## src/rtl/seg7_pkg.sv

```systemverilog
// Shared 7-segment constants (active-low {a..g}) and scanner state encoding.
package seg7_pkg;

   localparam int SEG_NUM_DIGITS = 6;

   localparam logic [6:0] SEG_0     = 7'b0000001;
   localparam logic [6:0] SEG_1     = 7'b1001111;
   localparam logic [6:0] SEG_2     = 7'b0010010;
   localparam logic [6:0] SEG_3     = 7'b0000110;
   localparam logic [6:0] SEG_4     = 7'b1001100;
   localparam logic [6:0] SEG_5     = 7'b0100100;
   localparam logic [6:0] SEG_6     = 7'b0100000;
   localparam logic [6:0] SEG_7     = 7'b0001111;
   localparam logic [6:0] SEG_8     = 7'b0000000;
   localparam logic [6:0] SEG_9     = 7'b0000100;
   localparam logic [6:0] SEG_BLANK = 7'b1111111;

   typedef enum logic [1:0] {
      S_IDLE  = 2'd0,
      S_BLANK = 2'd1,
      S_DRIVE = 2'd2
   } scan_state_e;

endpackage

```

## src/rtl/seg7_decode.sv

```systemverilog
// Combinational 7-segment pattern to BCD decoder; anything not 0-9 flags invalid.
module seg7_decode
   import seg7_pkg::*;
(
   input  logic [6:0] seg_i,
   output logic [3:0] bcd_o,
   output logic       inv_o
);

   always_comb begin
      inv_o = 1'b0;
      case (seg_i)
         SEG_0:   bcd_o = 4'd0;
         SEG_1:   bcd_o = 4'd1;
         SEG_2:   bcd_o = 4'd2;
         SEG_3:   bcd_o = 4'd3;
         SEG_4:   bcd_o = 4'd4;
         SEG_5:   bcd_o = 4'd5;
         SEG_6:   bcd_o = 4'd6;
         SEG_7:   bcd_o = 4'd7;
         SEG_8:   bcd_o = 4'd8;
         SEG_9:   bcd_o = 4'd9;
         default: begin
            bcd_o = 4'hF;
            inv_o = 1'b1;
         end
      endcase
   end

endmodule

```

## src/rtl/seg_display_scanner.sv

```systemverilog
// Multiplexed 7-segment scanner: frame-start snapshot of the segment bus,
// blank/drive digit sequencing, leading-zero blanking and BCD readback.
module seg_display_scanner
   import seg7_pkg::*;
#(
   parameter int NUM_DIGITS   = SEG_NUM_DIGITS,
   parameter int DWELL_CYCLES = 1000,
   parameter int BLANK_CYCLES = 8
) (
   input  logic                       sys_clk,
   input  logic                       rst,
   input  logic [NUM_DIGITS-1:0][6:0] seg_in,
   input  logic                       scan_en,
   input  logic                       lz_blank_en,
   output logic [6:0]                 seg_out,
   output logic [NUM_DIGITS-1:0]      dig_sel_n,
   output logic [NUM_DIGITS-1:0][3:0] bcd_out,
   output logic                       bcd_valid,
   output logic                       seg_err
);

   localparam int CNT_MAX = (DWELL_CYCLES > BLANK_CYCLES) ? DWELL_CYCLES : BLANK_CYCLES;
   localparam int CW      = $clog2(CNT_MAX + 1);
   localparam int IW      = (NUM_DIGITS > 1) ? $clog2(NUM_DIGITS) : 1;

   scan_state_e               state_q, state_d;
   logic [IW-1:0]             idx_q, idx_d;
   logic [CW-1:0]             cnt_q, cnt_d;
   logic [NUM_DIGITS-1:0][6:0] snap_q, snap_d, seg_prev_q;
   logic                      cap_done_q, cap_done_d, cap, cap_q, frame_start;
   logic [6:0]                seg_q, seg_d;
   logic [NUM_DIGITS-1:0]     dig_q, dig_d, lz, dec_inv;
   logic [NUM_DIGITS-1:0][3:0] dec_bcd, bcd_q;
   logic                      vld_q, err_q;

   for (genvar g = 0; g < NUM_DIGITS; g++) begin : g_dec
      seg7_decode u_dec (
         .seg_i (snap_q[g]),
         .bcd_o (dec_bcd[g]),
         .inv_o (dec_inv[g])
      );
   end

   always_comb begin
      state_d = state_q;
      idx_d   = idx_q;
      cnt_d   = cnt_q;
      if (!scan_en) begin
         state_d = S_IDLE;
         idx_d   = '0;
         cnt_d   = '0;
      end else begin
         case (state_q)
            S_IDLE: begin
               state_d = S_BLANK;
               idx_d   = '0;
               cnt_d   = '0;
            end
            S_BLANK: begin
               if (cnt_q == CW'(BLANK_CYCLES - 1)) begin
                  state_d = S_DRIVE;
                  cnt_d   = '0;
               end else begin
                  cnt_d = cnt_q + CW'(1);
               end
            end
            S_DRIVE: begin
               if (cnt_q == CW'(DWELL_CYCLES - 1)) begin
                  state_d = S_BLANK;
                  cnt_d   = '0;
                  idx_d   = (idx_q == IW'(NUM_DIGITS - 1)) ? '0 : idx_q + IW'(1);
               end else begin
                  cnt_d = cnt_q + CW'(1);
               end
            end
            default: begin
               state_d = S_IDLE;
               idx_d   = '0;
               cnt_d   = '0;
            end
         endcase
      end
   end

   // Snapshot only a bus that held still for two cycles, at most once per frame start.
   always_comb begin
      frame_start = (state_q == S_BLANK) && (idx_q == '0);
      cap         = frame_start && !cap_done_q && (seg_in == seg_prev_q);
      cap_done_d  = frame_start && (cap_done_q || cap);
      snap_d      = cap ? seg_in : snap_q;
   end

   always_comb begin
      logic zero_run;
      lz       = '0;
      zero_run = 1'b1;
      for (int i = NUM_DIGITS - 1; i > 0; i--) begin
         zero_run = zero_run && (snap_d[i] == SEG_0);
         lz[i]    = lz_blank_en && zero_run;
      end
   end

   // Outputs are registered from next-state so they line up with the state they show.
   always_comb begin
      seg_d = SEG_BLANK;
      dig_d = '1;
      if (state_d == S_DRIVE) begin
         dig_d[idx_d] = 1'b0;
         seg_d        = lz[idx_d] ? SEG_BLANK : snap_d[idx_d];
      end
   end

   always_ff @(posedge sys_clk) begin
      seg_prev_q <= seg_in;
      if (rst) begin
         state_q    <= S_IDLE;
         idx_q      <= '0;
         cnt_q      <= '0;
         cap_done_q <= 1'b0;
         cap_q      <= 1'b0;
         snap_q     <= {NUM_DIGITS{SEG_0}};
         seg_q      <= SEG_BLANK;
         dig_q      <= '1;
         bcd_q      <= '0;
         vld_q      <= 1'b0;
         err_q      <= 1'b0;
      end else begin
         state_q    <= state_d;
         idx_q      <= idx_d;
         cnt_q      <= cnt_d;
         cap_done_q <= cap_done_d;
         cap_q      <= cap;
         snap_q     <= snap_d;
         seg_q      <= seg_d;
         dig_q      <= dig_d;
         vld_q      <= cap_q;
         err_q      <= cap_q && (|dec_inv);
         if (cap_q) bcd_q <= dec_bcd;
      end
   end

   assign seg_out   = seg_q;
   assign dig_sel_n = dig_q;
   assign bcd_out   = bcd_q;
   assign bcd_valid = vld_q;
   assign seg_err   = err_q;

endmodule

```

## config.mk

```make
export PLATFORM = sky130hd
export DESIGN_NAME = seg_display_scanner
export DESIGN_NICKNAME = d
export VERILOG_FILES = /design/src/rtl/seg7_pkg.sv /design/src/rtl/seg7_decode.sv /design/src/rtl/seg_display_scanner.sv
export SDC_FILE = /design/constraint.sdc
export NUM_CORES = 1
export LEC_CHECK = 0
export CORE_MARGIN = 3
export CORE_UTILIZATION = 41
export CTS_CLUSTER_SIZE = 8
export DETAILED_ROUTE_END_ITERATION = 10
export GPL_ROUTABILITY_DRIVEN = 1
export PLACE_DENSITY = 0.65
export REMOVE_ABC_BUFFERS = 1
export SYNTH_ARGS = -nofsm -noshare
export SYNTH_HDL_FRONTEND = slang
export SYNTH_SLANG_ARGS = --single-unit
```

## constraint.sdc

```tcl
create_clock -name sys_clk -period 2.6 [get_ports sys_clk]
set_input_delay 0.26 -clock sys_clk [delete_from_list [all_inputs] [get_ports sys_clk]]
set_output_delay 0.26 -clock sys_clk [all_outputs]
set_load 0.005 [all_outputs]
```

# Word-level counts from Yosys, hierarchy flattened
# Cells that the tools add are included.
# totals
ff_bits	140
in_bits	46
out_inout_bits	39
word_cells	165
# op_classes
add_sub_neg	2
magnitude_cmp	2
eq_ne	66
n_mux	30
bitwise_logic	3
n_reduce_logical	35
# ops
op	n
4-bit case mux with 10 select lines	6
7-bit by 3-bit == test with 1-bit output (second input constant)	12
7-bit by 6-bit == test with 1-bit output (second input constant)	12
7-bit == test (second input constant)	12
7-bit by 1-bit == test with 1-bit output (second input constant)	11
10-bit OR reduction	6
42-bit == test	1
7-bit by 4-bit == test with 1-bit output (second input constant)	6
7-bit by 5-bit == test with 1-bit output (second input constant)	6
7-bit logical NOT	6
42-bit two-way mux	1
7-bit binary-select mux with 3-bit select	1
10-bit two-way mux	2
10-bit case mux with 2 select lines	1
1-bit logical AND	15
10-bit by 1-bit adder with 10-bit output (second input constant)	1
10-bit == test (second input constant)	1
10-bit by 3-bit == test with 1-bit output (second input constant)	1
3-bit two-way mux	3
1-bit two-way mux	8
7-bit two-way mux	1
2-bit two-way mux	3
6-bit NOT	1
2-bit case mux with 3 select lines	1
17 further kinds	20

# Depth between registers and ports, before layout
# Gate-level depths: netlist of run 1.
# depth
depth_word	14
mapped_depth	13
ltp_nobuf	11

# Hierarchy
# Synthesis of run 1 repeated with hierarchy kept, for this count alone.
# hier_totals
cells_unflattened	752
area_unflattened_um2	7043.0
# by_module_without_submodules
mod	n_inst	cells_per_inst	area_each_um2	seq_area_each_um2
seg_display_scanner	1	578	5849.4	2802.7
seg7_decode	6	29	198.9	0.0

# Worst setup path before layout of run 1
# Ideal clock, no wire load.
# synth_timing
path_kind	register to register
from	register state_q[0]
to	register seg_q[5], in the netlist seg_out[5]
setup_time_ns	0.127
arrival_time_ns	2.731
required_time_ns	2.473
path_slack_ns	-0.258
stages_incl_launch_ff	11
period_less_slack_ns	2.858
path_cell_list	dfxtp_1 > inv_1 > ha_1 > clkbuf_1 > inv_1 > or3_1 > a31oi_4 > mux4_1 > nor2b_1 > a2111oi_0 > nand2_1
# synth_between
elab_chain_len	14
elab_cells_between_ends	34
cone_classes	eq/ne: 8; mux: 11; bitwise: 1; reduce/logical: 14
# synth_lines
element	line_no	text
start, declared	seg_display_scanner.sv:26	scan_state_e state_q, state_d;
start signal, assigned	seg_display_scanner.sv:128	state_q <= state_d;
2-bit by 1-bit == test with 1-bit output	seg_display_scanner.sv:53, seg_display_scanner.sv:87	
1-bit logical AND	seg_display_scanner.sv:87	frame_start = (state_q == S_BLANK) && (idx_q == '0);
1-bit logical AND (2 in series)	seg_display_scanner.sv:88	cap = frame_start && !cap_done_q && (seg_in == seg_prev_q);
42-bit two-way mux	seg_display_scanner.sv:90	snap_d = cap ? seg_in : snap_q;
7-bit by 1-bit == test with 1-bit output	seg_display_scanner.sv:98	zero_run = zero_run && (snap_d[i] == SEG_0);
1-bit logical AND (4 in series)	seg_display_scanner.sv:98	
1-bit logical AND	seg_display_scanner.sv:99	lz[i] = lz_blank_en && zero_run;
1-bit binary-select mux with 3-bit select	seg_display_scanner.sv:109	seg_d = lz[idx_d] ? SEG_BLANK : snap_d[idx_d];
1-bit two-way mux (implied by the code)	seg_display_scanner.sv:109	
3-bit OR reduction (no source line)	n/a	
end signal, assigned	seg_display_scanner.sv:134	seg_q <= seg_d;
end, declared	seg_display_scanner.sv:31	logic [6:0] seg_q, seg_d;
# Several ways; a longest one is shown, not always the timed one. The select of a mux whose other input is x is not followed.
# A chain may end at the register's enable or synchronous reset.

# Worst setup path after layout of run 1
# layout_timing
from	register state_q[0]
to	register seg_q[1], in the netlist seg_out[1]
# The elaborated chain is that of the path after synthesis.

==> results of run 1 <==
[worst max-delay path, delay by kind of cell, from the launching register on]
kind | cells | cell delay, ns
AND/OR/NAND/NOR | 3 | 0.63
AO/OA/AOI/OAI | 2 | 0.58
multiplexers | 1 | 0.49
flip-flops | 1 | 0.32
adder cells (fa/ha/maj) | 1 | 0.19
buffers and inverters | 4 | 0.41
[cells in the mapped netlist, drive strengths merged (8+ instances only)]
library cell  count  area [um2]
o21bai            9       67.56
o21ai            24       123.9
a211oi           10       75.07
nand2b           13       81.33
a31oi             8       65.06
xor2             24       210.2
buf               9       62.56
nand4            11       81.32
dfxtp           140        2803
clkbuf           45       168.9
xnor2            20       175.2
nor3             16       80.08
o22ai             8       50.05
or3              13       81.33
inv              17       63.81
nand3            24       120.1
nor4             19       155.2
mux2i            18       180.2
nor2             95       356.6
nand2            96       360.4
a21oi            57       285.3
and3             11       68.82
nor2b            13       81.33
[registers in the layout, indices dropped and copies added (netlist names)]
| name | cells |
|---|---|
| cnt_q | 10 |
| state_q | 2 |
| bcd_valid | 1 |
| seg_prev_q | 42 |
| dig_sel_n | 6 |
| seg_err | 1 |
| idx_q | 3 |
| snap_q | 42 |
| cap_q | 1 |
| cap_done_q | 1 |
| bcd_out | 24 |
| seg_out | 7 |
[layout by cell type (no fill, tap or decap), types with 7 or more instances in the layout]
cell	n
sky130_fd_sc_hd__o21ai_0	22
sky130_fd_sc_hd__o21bai_1	9
sky130_fd_sc_hd__a31oi_1	7
sky130_fd_sc_hd__buf_4	102
sky130_fd_sc_hd__and3_1	10
sky130_fd_sc_hd__a21oi_1	56
sky130_fd_sc_hd__nand2_1	96
sky130_fd_sc_hd__dfxtp_1	138
sky130_fd_sc_hd__xor2_1	24
sky130_fd_sc_hd__nor3_1	16
sky130_fd_sc_hd__o22ai_1	8
sky130_fd_sc_hd__mux2i_1	17
sky130_fd_sc_hd__nand3_1	23
sky130_fd_sc_hd__or3_1	12
sky130_fd_sc_hd__nor2b_1	11
sky130_fd_sc_hd__nor4_1	15
sky130_fd_sc_hd__xnor2_1	20
sky130_fd_sc_hd__clkdlybuf4s50_1	83
sky130_fd_sc_hd__a211oi_1	10
sky130_fd_sc_hd__nand4_1	9
sky130_fd_sc_hd__nand2b_1	13
sky130_fd_sc_hd__clkbuf_16	17
sky130_fd_sc_hd__nor2_1	94
sky130_fd_sc_hd__inv_1	15
[worst paths after layout]
kind	from	endpoint	slack (ns)
worst max-delay path	state_q[0]	seg_out[1]	-0.13
worst min-delay path	rst	state_q[0]	0.18
worst max register to register	state_q[0]	seg_out[1]	-0.13
worst min register to register	bcd_out[2]	bcd_out[2]	0.47
[stage by stage]
stage                 util  cell area, um2  TNS [ns]
floorplan                -            6444    -2.276
global placement    0.5255            8348    -2.485
detailed placement  0.5255            8348    -3.431
CTS                 0.5659            8990  -0.01803
global route        0.5729            9100   -0.8769
finish              0.5729            9100   -0.1933
[area by class of cell]
type	count	share of cell area
timing repair buffer	191	0.1841
clock buffer	25	0.05335
inverter	17	0.007012
sequential	140	0.3085
multi-input combinational	574	0.4077
tap	216	0.02970
clock inverter	7	0.009625
[layer usage]
layer	vias up	GRT usage	part of all wire
met5	-	0	0
met3	36	0.04909	0.063
met2	196	0.3245	0.45
met1	2911	0.2926	0.46
met4	0	0.07429	0.023
li1	3108	-	-
[power breakdown]
part / switching [uW] / total [uW] / internal [uW]
Clock: 889 / 2370 / 1480
Sequential: 17.0 / 2200 / 2180
Combinational: 141 / 304 / 163
Total: 1050 / 4870 / 3830
[cell families after synthesis]
kind of cell,after synthesis
xor gates and xnor gates,44
DFF,140
and+or+nand+nor,339
adders and majority gates,5
buffers and inverters,71
AOI/OAI and AO/OA,159
muxes,27
[timing repair]
action                     CTS  global route
setup buffers                1             4
hold buffers                 0             0
setup endpoints to repair   10            10
gates resized for setup     20            17
pin swaps                   11            12
==> results.txt, run 1 <==
----------------------------------------------------
[Run status]
  Outcome ... complete, but fails checks
  Failing checks ... negative setup slack

[Clock tree]
  TritonCTS clock tree ... yes
  CTS H-tree depth ... 4
  Worst-case clock buffer depth ... 2
  Clock root buffer ... sky130_fd_sc_hd__clkbuf_16
  Count of clock tree sinks ... 140
  Insertion delay of the later-clocked pin in the worst-skew pair ... 0.42 ns
  CTS clk-pin slew, worst paths ... ~0.06 ns
  Cts bufs inserted ... 17

[Placement]
  Buffers added on ports ... 84
  Post-Place Cells ... about 1,100
  Global placer's final weighted congestion ... between 0.8 and 0.9
  Worst slack at placement ... -0.4462 ns
  Half-perimeter wire length after detailed placement ... approximately 14,000 um

[Yosys]
  Adder-cell share of the synthesized area ... 0.009372
  Mux contribution to synthesized area ... 0.05286
  Synth Instances ... 785
  Sequential-to-total area share from yosys stat ... 0.4199
  Dominant register cell in the synthesized netlist ... sky130_fd_sc_hd__dfxtp_1
  Mean Syn Cell Area ... 8.503 um2
  Number of synthesized flops with an enable pin ... 0
  Simple-gate area share of the yosys netlist ... 0.2547
  Cell area after technology mapping ... around 6700 um2
  Share of the synthesized netlist area taken by xor and xnor gates ... 0.05773
  Post-synthesis sequential element count ... 140
  Number of distinct library cells after synthesis ... 65
  Fraction of registers with async set/reset ... 0
  Complex-gate fraction of the synthesized area ... 0.1612
  Dominant combinational cell family by area after synthesis ... simple AND/OR/NAND/NOR gates
  Warnings, synthesis ... 0

[Die]
  Core Footprint ... 15,890 um2
  Die W ... 133.6 um
  Top-level port count ... 85
  Initial core utilization ... 0.4202
  Die Span Y ... ~130 um
  Standard-cell row count ... 46
  Full die area ... 17,850 um2

[STA]
  RSZ-0062 raised after global routing ... yes
  Final worst-path setup slack ... -0.1268 ns
  Share of the clock period used by the worst path after layout ... 1.049
  Worst Max-Slew Pin Slew ... 0.8218 ns
  Worst clock skew ... 0.005490 ns
  Number of setup violations in the final report ... 3
  WHS ... 0.1820 ns
  Final-report hold violation count ... 0
  Rel. slew slack ... 0.4521
  Number of pins with negative max-slew slack in the final report ... 0
  Achievable clock frequency ... approximately 0.37 GHz
  Minimum period implied by the final worst setup slack ... 2.727 ns

[Cells and area]
  Area of the multi-input gates ... about 3700 um2
  Final std cells w/o fill ... 1,170
  Number of filler instances in the final layout ... 1,452
  Area delta synth->final ... 36.33%
  Fraction of layout instances using a drive strength above 1 ... 0.1897
  Reg area ... 2808 um2
  Diodes inserted ... 0
  Number of nets in the layout ... about 990

[Min path]
  HP Class ... in2reg
  Hold Crit Depth ... 4

[Worst setup path]
  Cells along the critical path ... buf_4, inv_1, ha_2, inv_1, or3_4, a31oi_4, buf_6, mux4_2, nor2b_4, a2111oi_4, nand2_1
  Setup Crit Path Kind ... reg2reg
  Top fanout value on the critical path ... 4
  Critical Path Slowest Stage Cell ... sky130_fd_sc_hd__mux4_2
  Endpoint arrival time on the critical path ... 3.03 ns
  Crit path required time ... between 2 and 3 ns
  Type of element capturing the critical path ... flop
  R2R cell count ... 11
  Highest cell delay on the worst timing path ... 0.49 ns
  Launching element type of the critical path ... flop
  Most used cell along the critical path ... sky130_fd_sc_hd__inv_1

[Routing]
  # DRC ... 0
  Final wirelength ... between 15,000 and 20,000 um
  Via density per instance ... about 5.3
  Via count ... 6,251
  Final ANT Viol Nets ... 0
  Detailed-routing iteration count for the pre-antenna-repair pass ... 5
  Routed WL per cell ... 16.27 um
  Detailed router's first-iteration violation count ... 499

[Global routing]
  Pin count of the biggest net entering global routing ... 75
  Overflow left after global routing ... 0
  Initial antenna violation count ... 0
  Vias in the first global route ... ~5,800
  Tot GR Track Use ... 0.2113
  First-pass GRT wire length ... 30,060 um

[Power]
  Worst vdd rail ir drop ... 0.0004579 V
  Total Power Consumption ... ~4900 uW
  Power density over the cells ... approximately 540 nW/um2
  LEAKAGE ... ~0.0034 uW

[Job]
  Max Cap Viol ... 0

----------------------------------------------------
Note: power is estimated with default switching activity, not from simulation.
==> run 2: changes to the inputs <==
--- a/config.mk
+++ b/config.mk
@@ -12,6 +12,7 @@
 export GPL_ROUTABILITY_DRIVEN = 1
 export PLACE_DENSITY = 0.65
 export REMOVE_ABC_BUFFERS = 1
+export SETUP_SLACK_MARGIN = 0.05
 export SYNTH_ARGS = -nofsm -noshare
 export SYNTH_HDL_FRONTEND = slang
 export SYNTH_SLANG_ARGS = --single-unit
==> constraint.sdc (replaced) <==
create_clock -name sys_clk -period 2.32 [get_ports sys_clk]
set_input_delay 0.232 -clock sys_clk [delete_from_list [all_inputs] [get_ports sys_clk]]
set_output_delay 0.232 -clock sys_clk [all_outputs]
set_load 0.005 [all_outputs]
==> run 2 against run 1 <==
Compared with the run above:
- the flow still finishes with violations (negative setup slack)
- first-iteration DRC count up 15%
- routed wire length is 5.3% higher
- flip-flop and latch count is the same
- design area up 6.7%
- maximum frequency grew 3.1%
- clock power increased by 28%
- critical path depth decreased by 2
- sequential power increased by 12%
- clock skew about the same
- largest power group unchanged
==> results.txt, run 2 (same netlist as run 1, synthesis figures left out) <==
----------------------------------------------------
[Run status]
  Outcome ... complete, but fails checks
  Failing checks ... negative setup slack

[Die]
  Die W ... 133.6 um (unchanged)
  Top-level port count ... 85 (unchanged)
  Standard-cell row count ... 46 (unchanged)
  Initial core utilization ... 0.4202 (unchanged)
  Core Footprint ... 15,890 um2 (unchanged)
  Full die area ... 17,850 um2 (unchanged)
  Die Span Y ... 133.6 um (unchanged)

[Worst setup path]
  Launching element type of the critical path ... flop
  R2R cell count ... 9 (-2)
  Crit path required time ... 2.62 ns (-0.28 ns)
  Worst reg2reg setup slack ... -0.33 ns (-0.20 ns)
  Top fanout value on the critical path ... 5 (+1)
  Endpoint arrival time on the critical path ... 2.95 ns (-0.08 ns)
  Type of element capturing the critical path ... flop
  Worst reg2reg path startpoint ... cnt_q[0]
  Terminus of the critical flop-to-flop path ... seg_out[3]
  Setup Crit Path Kind ... reg2reg

[Clock tree]
  Count of clock tree sinks ... 140 (unchanged)
  CTS H-tree depth ... 4 (unchanged)
  Worst-case clock buffer depth ... 2 (unchanged)
  CTS clk-pin slew, worst paths ... 0.06 ns (about the same)
  Clock root buffer ... sky130_fd_sc_hd__clkbuf_16
  Cts bufs inserted ... 17 (unchanged)
  Insertion delay of the later-clocked pin in the worst-skew pair ... 0.43 ns (about the same)
  TritonCTS clock tree ... yes

[Min path]
  Hold Crit Depth ... 4 (unchanged)
  Endpoint of the worst hold-timing path ... state_q[0]
  Hold Startpoint ... rst
  HP Class ... in2reg

[Global routing]
  Tot GR Track Use ... 0.2215 (+0.01022)
  Overflow left after global routing ... 0 (unchanged)
  Vias in the first global route ... 6,086 (+5.3%)
  First-pass GRT wire length ... 31,460 um (+4.7%)
  Pin count of the biggest net entering global routing ... 61 (-19%)
  Initial antenna violation count ... 0 (unchanged)

[Power]
  Total Power Consumption ... 5862 uW (+20%)
  Sequential cell fraction of total power ... 0.420 (-0.031)
  Fraction of power spent switching nets ... 0.2142 (-0.0006462)
  Power density over the cells ... 603.9 nW/um2 (+13%)
  Combinational power share ... 0.061 (about the same)
  Design internal power ... 4606 uW (+20%)
  LEAKAGE ... 0.003712 uW (+10%)
  Portion of total power attributed to the clock network ... 0.518 (+0.032)
  Worst vdd rail ir drop ... 0.0005652 V (+23%)
  Psw ... 1255 uW (+20%)

[Routing]
  Via density per instance ... 5.343 (about the same)
  Via count ... 6,492 (+3.9%)
  # DRC ... 0 (unchanged)
  Final ANT Viol Nets ... 0 (unchanged)
  Detailed router's first-iteration violation count ... 573 (+15%)
  Detailed-routing iteration count for the pre-antenna-repair pass ... 5 (unchanged)
  Final wirelength ... 20,040 um (+5.3%)
  Routed WL per cell ... 16.50 um (+1.4%)

[Placement]
  Half-perimeter wire length after detailed placement ... 14,280 um (+2.6%)
  Buffers added on ports ... 84 (unchanged)
  Worst slack at placement ... -0.6396 ns (-0.1933 ns)
  Global placer's final weighted congestion ... 0.8726 (+0.63%)

[Cells and area]
  Most frequent standard cell in the layout excluding fill and tap cells ... sky130_fd_sc_hd__buf_4
  Number of nets in the layout ... 1,037 (+4.5%)
  Diodes inserted ... 0 (unchanged)
  Fraction of layout instances using a drive strength above 1 ... 0.2623 (+0.07253)
  Number of filler instances in the final layout ... 1,367 (-5.9%)
  Area delta synth->final ... 45.40%
  Most used cells in the layout excluding fill and tap cells ... 137 x sky130_fd_sc_hd__buf_4, 135 x sky130_fd_sc_hd__dfxtp_1, 91 x sky130_fd_sc_hd__nor2_1

[STA]
  Minimum period implied by the final worst setup slack ... 2.645 ns (-0.08170 ns)
  Achievable clock frequency ... 0.3781 GHz (+3.1%)
  Rel. slew slack ... 0.4996 (+0.04746)
  Number of setup violations in the final report ... 16 (+13)
  Number of pins with negative max-slew slack in the final report ... 0 (unchanged)
  Worst Max-Slew Pin Slew ... 0.7506 ns (-0.07119 ns)
  Final-report hold violation count ... 0 (unchanged)
  RSZ-0062 raised after global routing ... yes
  Share of the clock period used by the worst path after layout ... 1.140 (+0.09136)
  Worst clock skew ... 0.005348 ns (-0.0001421 ns)
  Final worst-path setup slack ... -0.3251 ns (-0.1983 ns)

[Job]
  Max Cap Viol ... 0 (unchanged)

----------------------------------------------------
-- run 2: cell types whose count changed in the layout (fill, tap and decap cells not counted), sizes merged --
cell and change:
clkbuf -2, buf +44, clkdlybuf4s15 +1, bufinv +2, clkinv -2, clkinvlp +2
-- run 2: timing repair --
item | 4_1_cts | 5_1_grt
resized for setup | 18 | 75
cloned | 0 | 1
hold buffers | 0 | 0
endpoints found under the setup margin | 51 | 49
pin swaps | 11 | 19
buffers inserted | 3 | 20
-- run 2: per-stage QoR --
stage / util / area [um2] / cells / setup TNS (ns) / hold slack, ns
4_1_cts: 0.5824 / 9251 / 1194 / -1.675 / 0.1498
6_report: 0.6110 / 9706 / 1215 / -2.132 / 0.1660
3_5_place_dp: 0.5358 / 8511 / 1159 / -13.12 / 0.4796
3_3_place_gp: 0.5358 / 8511 / 1159 / -11.33 / 0.4632
5_1_grt: 0.6110 / 9706 / 1215 / -4.207 / 0.2081
2_1_floorplan: - / 6444 / 731 / -10.60 / 0.2597
-- run 2: how the worst max path moves through the flow --
stage,start,end,slack (ns),cells past startpoint
floorplan,state_q[1],seg_out[1],-0.74,11
global placement,seg_in[12],seg_out[3],-0.56,10
detailed placement,seg_in[12],seg_out[1],-0.64,10
CTS,cnt_q[0],seg_out[5],-0.28,9
global route,cnt_q[0],seg_out[3],-0.43,9
finish,cnt_q[0],seg_out[3],-0.33,9
-- run 2: per-layer routing --
metal | GRT usage | wire (um) | vias to the layer above
li1 | - | - | 3202
met1 | 0.3041 | 8998 | 3039
met2 | 0.3445 | 9228 | 216
met3 | 0.04872 | 1376 | 35
met4 | 0.08000 | 437 | 0
met5 | 0 | 0 | -
-- run 2: layout make-up --
cell class / instances / area [um2] / area share
inverters: 17 / 63.81 / 0.006575
multi-input cells: 574 / 3849 / 0.3965
clock buffers: 23 / 508.0 / 0.05234
repair buffers: 236 / 2049 / 0.2112
well taps: 216 / 270.3 / 0.02785
clock inverters: 9 / 156.4 / 0.01611
flip-flops and latches: 140 / 2809 / 0.2894
-- run 2: critical path, cell delays in order (launching register included) --
cell and delay, ns:
sky130_fd_sc_hd__dfxtp_2 0.33, sky130_fd_sc_hd__ha_2 0.17, sky130_fd_sc_hd__and4bb_2 0.24, sky130_fd_sc_hd__nand3_2 0.10, sky130_fd_sc_hd__or3_4 0.37, sky130_fd_sc_hd__a31oi_4 0.26, sky130_fd_sc_hd__mux4_2 0.53, sky130_fd_sc_hd__nor2b_1 0.16
sky130_fd_sc_hd__a2111oi_2 0.26, sky130_fd_sc_hd__nand2_1 0.12
-- run 2: power by group through the flow --
| stage | registers, uW | clock network (uW) | logic [uW] |
|---|---|---|---|
| after global routing | 2470 | 3160 | 388 |
| after floorplan | 2510 | 0 | 96.9 |
| after global placement | 2510 | 0 | 342 |
| after detailed placement | 2520 | 0 | 343 |
| after CTS | 2460 | 3070 | 345 |
| final | 2460 | 3040 | 360 |
==> run 3: changes to the inputs <==
--- a/config.mk
+++ b/config.mk
@@ -10,7 +10,7 @@
 export CTS_CLUSTER_SIZE = 8
 export DETAILED_ROUTE_END_ITERATION = 10
 export GPL_ROUTABILITY_DRIVEN = 1
-export PLACE_DENSITY = 0.65
+export PLACE_DENSITY = 0.73
 export REMOVE_ABC_BUFFERS = 1
 export SETUP_SLACK_MARGIN = 0.05
 export SYNTH_ARGS = -nofsm -noshare
==> run 3 against run 2 <==
Compared with the run above:
- the run still ends with negative setup slack left
- global-route usage increased by 0.42 points
- first-iteration DRC count decreased by 9.4%
- core utilization decreased by 0.16 points
- routed wire length increased by 2.8%
- cell count unchanged
- non-clock buffer count increased by 1
- power decreased by 6.9%
- maximum frequency decreased by 0.92%
- critical path type unchanged
- largest cell class unchanged
==> results.txt, run 3 (same netlist as run 1, synthesis figures left out) <==
----------------------------------------------------
[Run status]
  Outcome ... complete, but fails checks
  Failing checks ... negative setup slack

[Clock tree]
  Worst-case clock buffer depth ... 2 (unchanged)
  CTS H-tree depth ... 4 (unchanged)
  Cts bufs inserted ... 17 (unchanged)
  Clock root buffer ... sky130_fd_sc_hd__clkbuf_16
  Insertion delay of the later-clocked pin in the worst-skew pair ... 0.43 ns (about the same)
  Count of clock tree sinks ... 140 (unchanged)
  TritonCTS clock tree ... yes
  CTS clk-pin slew, worst paths ... 0.06 ns (about the same)

[Job]
  Max Cap Viol ... 0 (unchanged)

[Min path]
  HP Class ... in2reg
  Endpoint of the worst hold-timing path ... state_q[0]
  Hold Startpoint ... rst
  Hold Crit Depth ... 4 (unchanged)

[Routing]
  Routed WL per cell ... 16.96 um (+2.8%)
  Final ANT Viol Nets ... 0 (unchanged)
  Via density per instance ... 5.481 (+2.6%)
  # DRC ... 0 (unchanged)
  Detailed router's first-iteration violation count ... 519 (-9.4%)
  Final wirelength ... 20,610 um (+2.8%)
  Detailed-routing iteration count for the pre-antenna-repair pass ... 5 (unchanged)
  Via count ... 6,660 (+2.6%)

[STA]
  Share of the clock period used by the worst path after layout ... 1.151 (+0.01061)
  Number of setup violations in the final report ... 13 (-3)
  Final-report hold violation count ... 0 (unchanged)
  Worst Max-Slew Pin Slew ... 0.6526 ns (-0.09806 ns)
  Rel. slew slack ... 0.5649 (+0.06537)
  WHS ... 0.2188 ns (+0.05288 ns)
  Minimum period implied by the final worst setup slack ... 2.670 ns (+0.02462 ns)
  RSZ-0062 raised after global routing ... yes
  Achievable clock frequency ... 0.3746 GHz (-0.92%)
  Worst clock skew ... 0.008454 ns (+0.003106 ns)
  Number of pins with negative max-slew slack in the final report ... 0 (unchanged)
  Final worst-path setup slack ... -0.3498 ns (-0.02462 ns)
  TNS Setup ... -2.316 ns (-0.1833 ns)

[Global routing]
  Vias in the first global route ... 6,315 (+3.8%)
  Initial antenna violation count ... 0 (unchanged)
  Overflow left after global routing ... 0 (unchanged)
  Pin count of the biggest net entering global routing ... 75 (+23%)
  First-pass GRT wire length ... 32,130 um (+2.1%)
  Tot GR Track Use ... 0.2257 (+0.004201)

[Worst setup path]
  Setup Crit Path Kind ... reg2reg
  Endpoint arrival time on the critical path ... 2.98 ns (+0.03 ns)
  Terminus of the critical flop-to-flop path ... seg_out[1]
  R2R cell count ... 10 (+1)
  Crit path required time ... 2.63 ns (about the same)
  Launching element type of the critical path ... flop
  Worst reg2reg path startpoint ... cnt_q[1]
  Type of element capturing the critical path ... flop
  Worst reg2reg setup slack ... -0.35 ns (-0.02 ns)
  Top fanout value on the critical path ... 3 (-2)

[Power]
  Total Power Consumption ... 5455 uW (-6.9%)
  Worst vdd rail ir drop ... 0.0004792 V (-15%)
  Power density over the cells ... 563.5 nW/um2 (-6.7%)
  LEAKAGE ... 0.003688 uW (-0.65%)

[Die]
  Standard-cell row count ... 46 (unchanged)
  Die W ... 133.6 um (unchanged)
  Full die area ... 17,850 um2 (unchanged)
  Top-level port count ... 85 (unchanged)
  Core Footprint ... 15,890 um2 (unchanged)
  Initial core utilization ... 0.4202 (unchanged)
  Die Span Y ... 133.6 um (unchanged)

[Cells and area]
  Diodes inserted ... 0 (unchanged)
  Fraction of layout instances using a drive strength above 1 ... 0.2633 (+0.001001)
  Most used cells in the layout excluding fill and tap cells ... 133 x sky130_fd_sc_hd__buf_4, 132 x sky130_fd_sc_hd__dfxtp_1, 88 x sky130_fd_sc_hd__nor2_1
  Most frequent standard cell in the layout excluding fill and tap cells ... sky130_fd_sc_hd__buf_4
  Number of nets in the layout ... 1,038 (+0.096%)
  Area delta synth->final ... 45.02%
  Cell area after layout ... 9681 um2 (-0.26%)

[Placement]
  Buffers added on ports ... 84 (unchanged)
  Global placer's final weighted congestion ... 0.9214 (+5.6%)
  Cell Area, Placed ... 8523 um2 (+0.15%)
  Half-perimeter wire length after detailed placement ... 14,280 um (about the same)

----------------------------------------------------
[run 3: routing by layer]
| layer | wire [um] | part of all wire | track usage |
|---|---|---|---|
| met3 | 1213 | 0.059 | 0.04758 |
| met5 | 0 | 0 | 0 |
| met4 | 688 | 0.033 | 0.09771 |
| met2 | 9695 | 0.47 | 0.3623 |
| met1 | 9009 | 0.44 | 0.2949 |
[run 3: what timing repair did]
| action | in CTS | in global routing |
|---|---|---|
| buffers inserted | 17 | 10 |
| pin swaps | 27 | 16 |
| resized for setup | 37 | 71 |
| hold buffers | 0 | 0 |
| gates cloned | 1 | 1 |
| endpoints found under the setup margin | 54 | 56 |
[run 3: layout make-up]
cell class	instances	area, um2
Sequential cell	140	2813
Clock inverter	8	92.59
Clock buffer	23	467.9
Timing Repair Buffer	237	2107
Inverter	17	63.81
Multi-Input combinational cell	574	3866
Fill cell	1370	6205
Tap cell	216	270.3
[run 3: worst max path at each step]
stage / from / to / slack (ns) / cells past startpoint
after global routing: cnt_q[1] / seg_out[1] / -0.45 / 10
after detailed placement: seg_in[40] / seg_out[5] / -0.66 / 10
final: cnt_q[1] / seg_out[1] / -0.35 / 10
after floorplan: state_q[1] / seg_out[1] / -0.74 / 11
after CTS: cnt_q[1] / seg_out[3] / -0.30 / 9
after global placement: seg_in[15] / seg_out[1] / -0.56 / 10
[run 3: critical path, stage by stage, from the launching register on]
cell,delay (ns)
sky130_fd_sc_hd__dfxtp_2,0.35
sky130_fd_sc_hd__ha_4,0.13
sky130_fd_sc_hd__and4bb_1,0.22
sky130_fd_sc_hd__nand3_2,0.09
sky130_fd_sc_hd__or3_4,0.35
sky130_fd_sc_hd__a31oi_4,0.26
sky130_fd_sc_hd__buf_6,0.15
sky130_fd_sc_hd__mux4_2,0.50
sky130_fd_sc_hd__nor2b_1,0.16
sky130_fd_sc_hd__a2111oi_2,0.23
sky130_fd_sc_hd__nand2_1,0.10
[run 3: report_power, final]
| part | switching (uW) | internal (uW) | leakage, uW |
|---|---|---|---|
| Clock | 1010 | 1620 | 0.000277 |
| Sequential | 19.3 | 2450 | 0.00115 |
| Combinational | 166 | 189 | 0.00227 |
| Total | 1200 | 4260 | 0.00369 |
[run 3: metrics by stage]
| step | setup slack [ns] | util | std cells |
|---|---|---|---|
| floorplan | -0.7425 | - | 731 |
| global placement | -0.5564 | 0.5365 | 1159 |
| detailed placement | -0.6583 | 0.5365 | 1159 |
| CTS | -0.2984 | 0.5900 | 1206 |
| global route | -0.4465 | 0.6094 | 1215 |
| finish | -0.3498 | 0.6094 | 1215 |
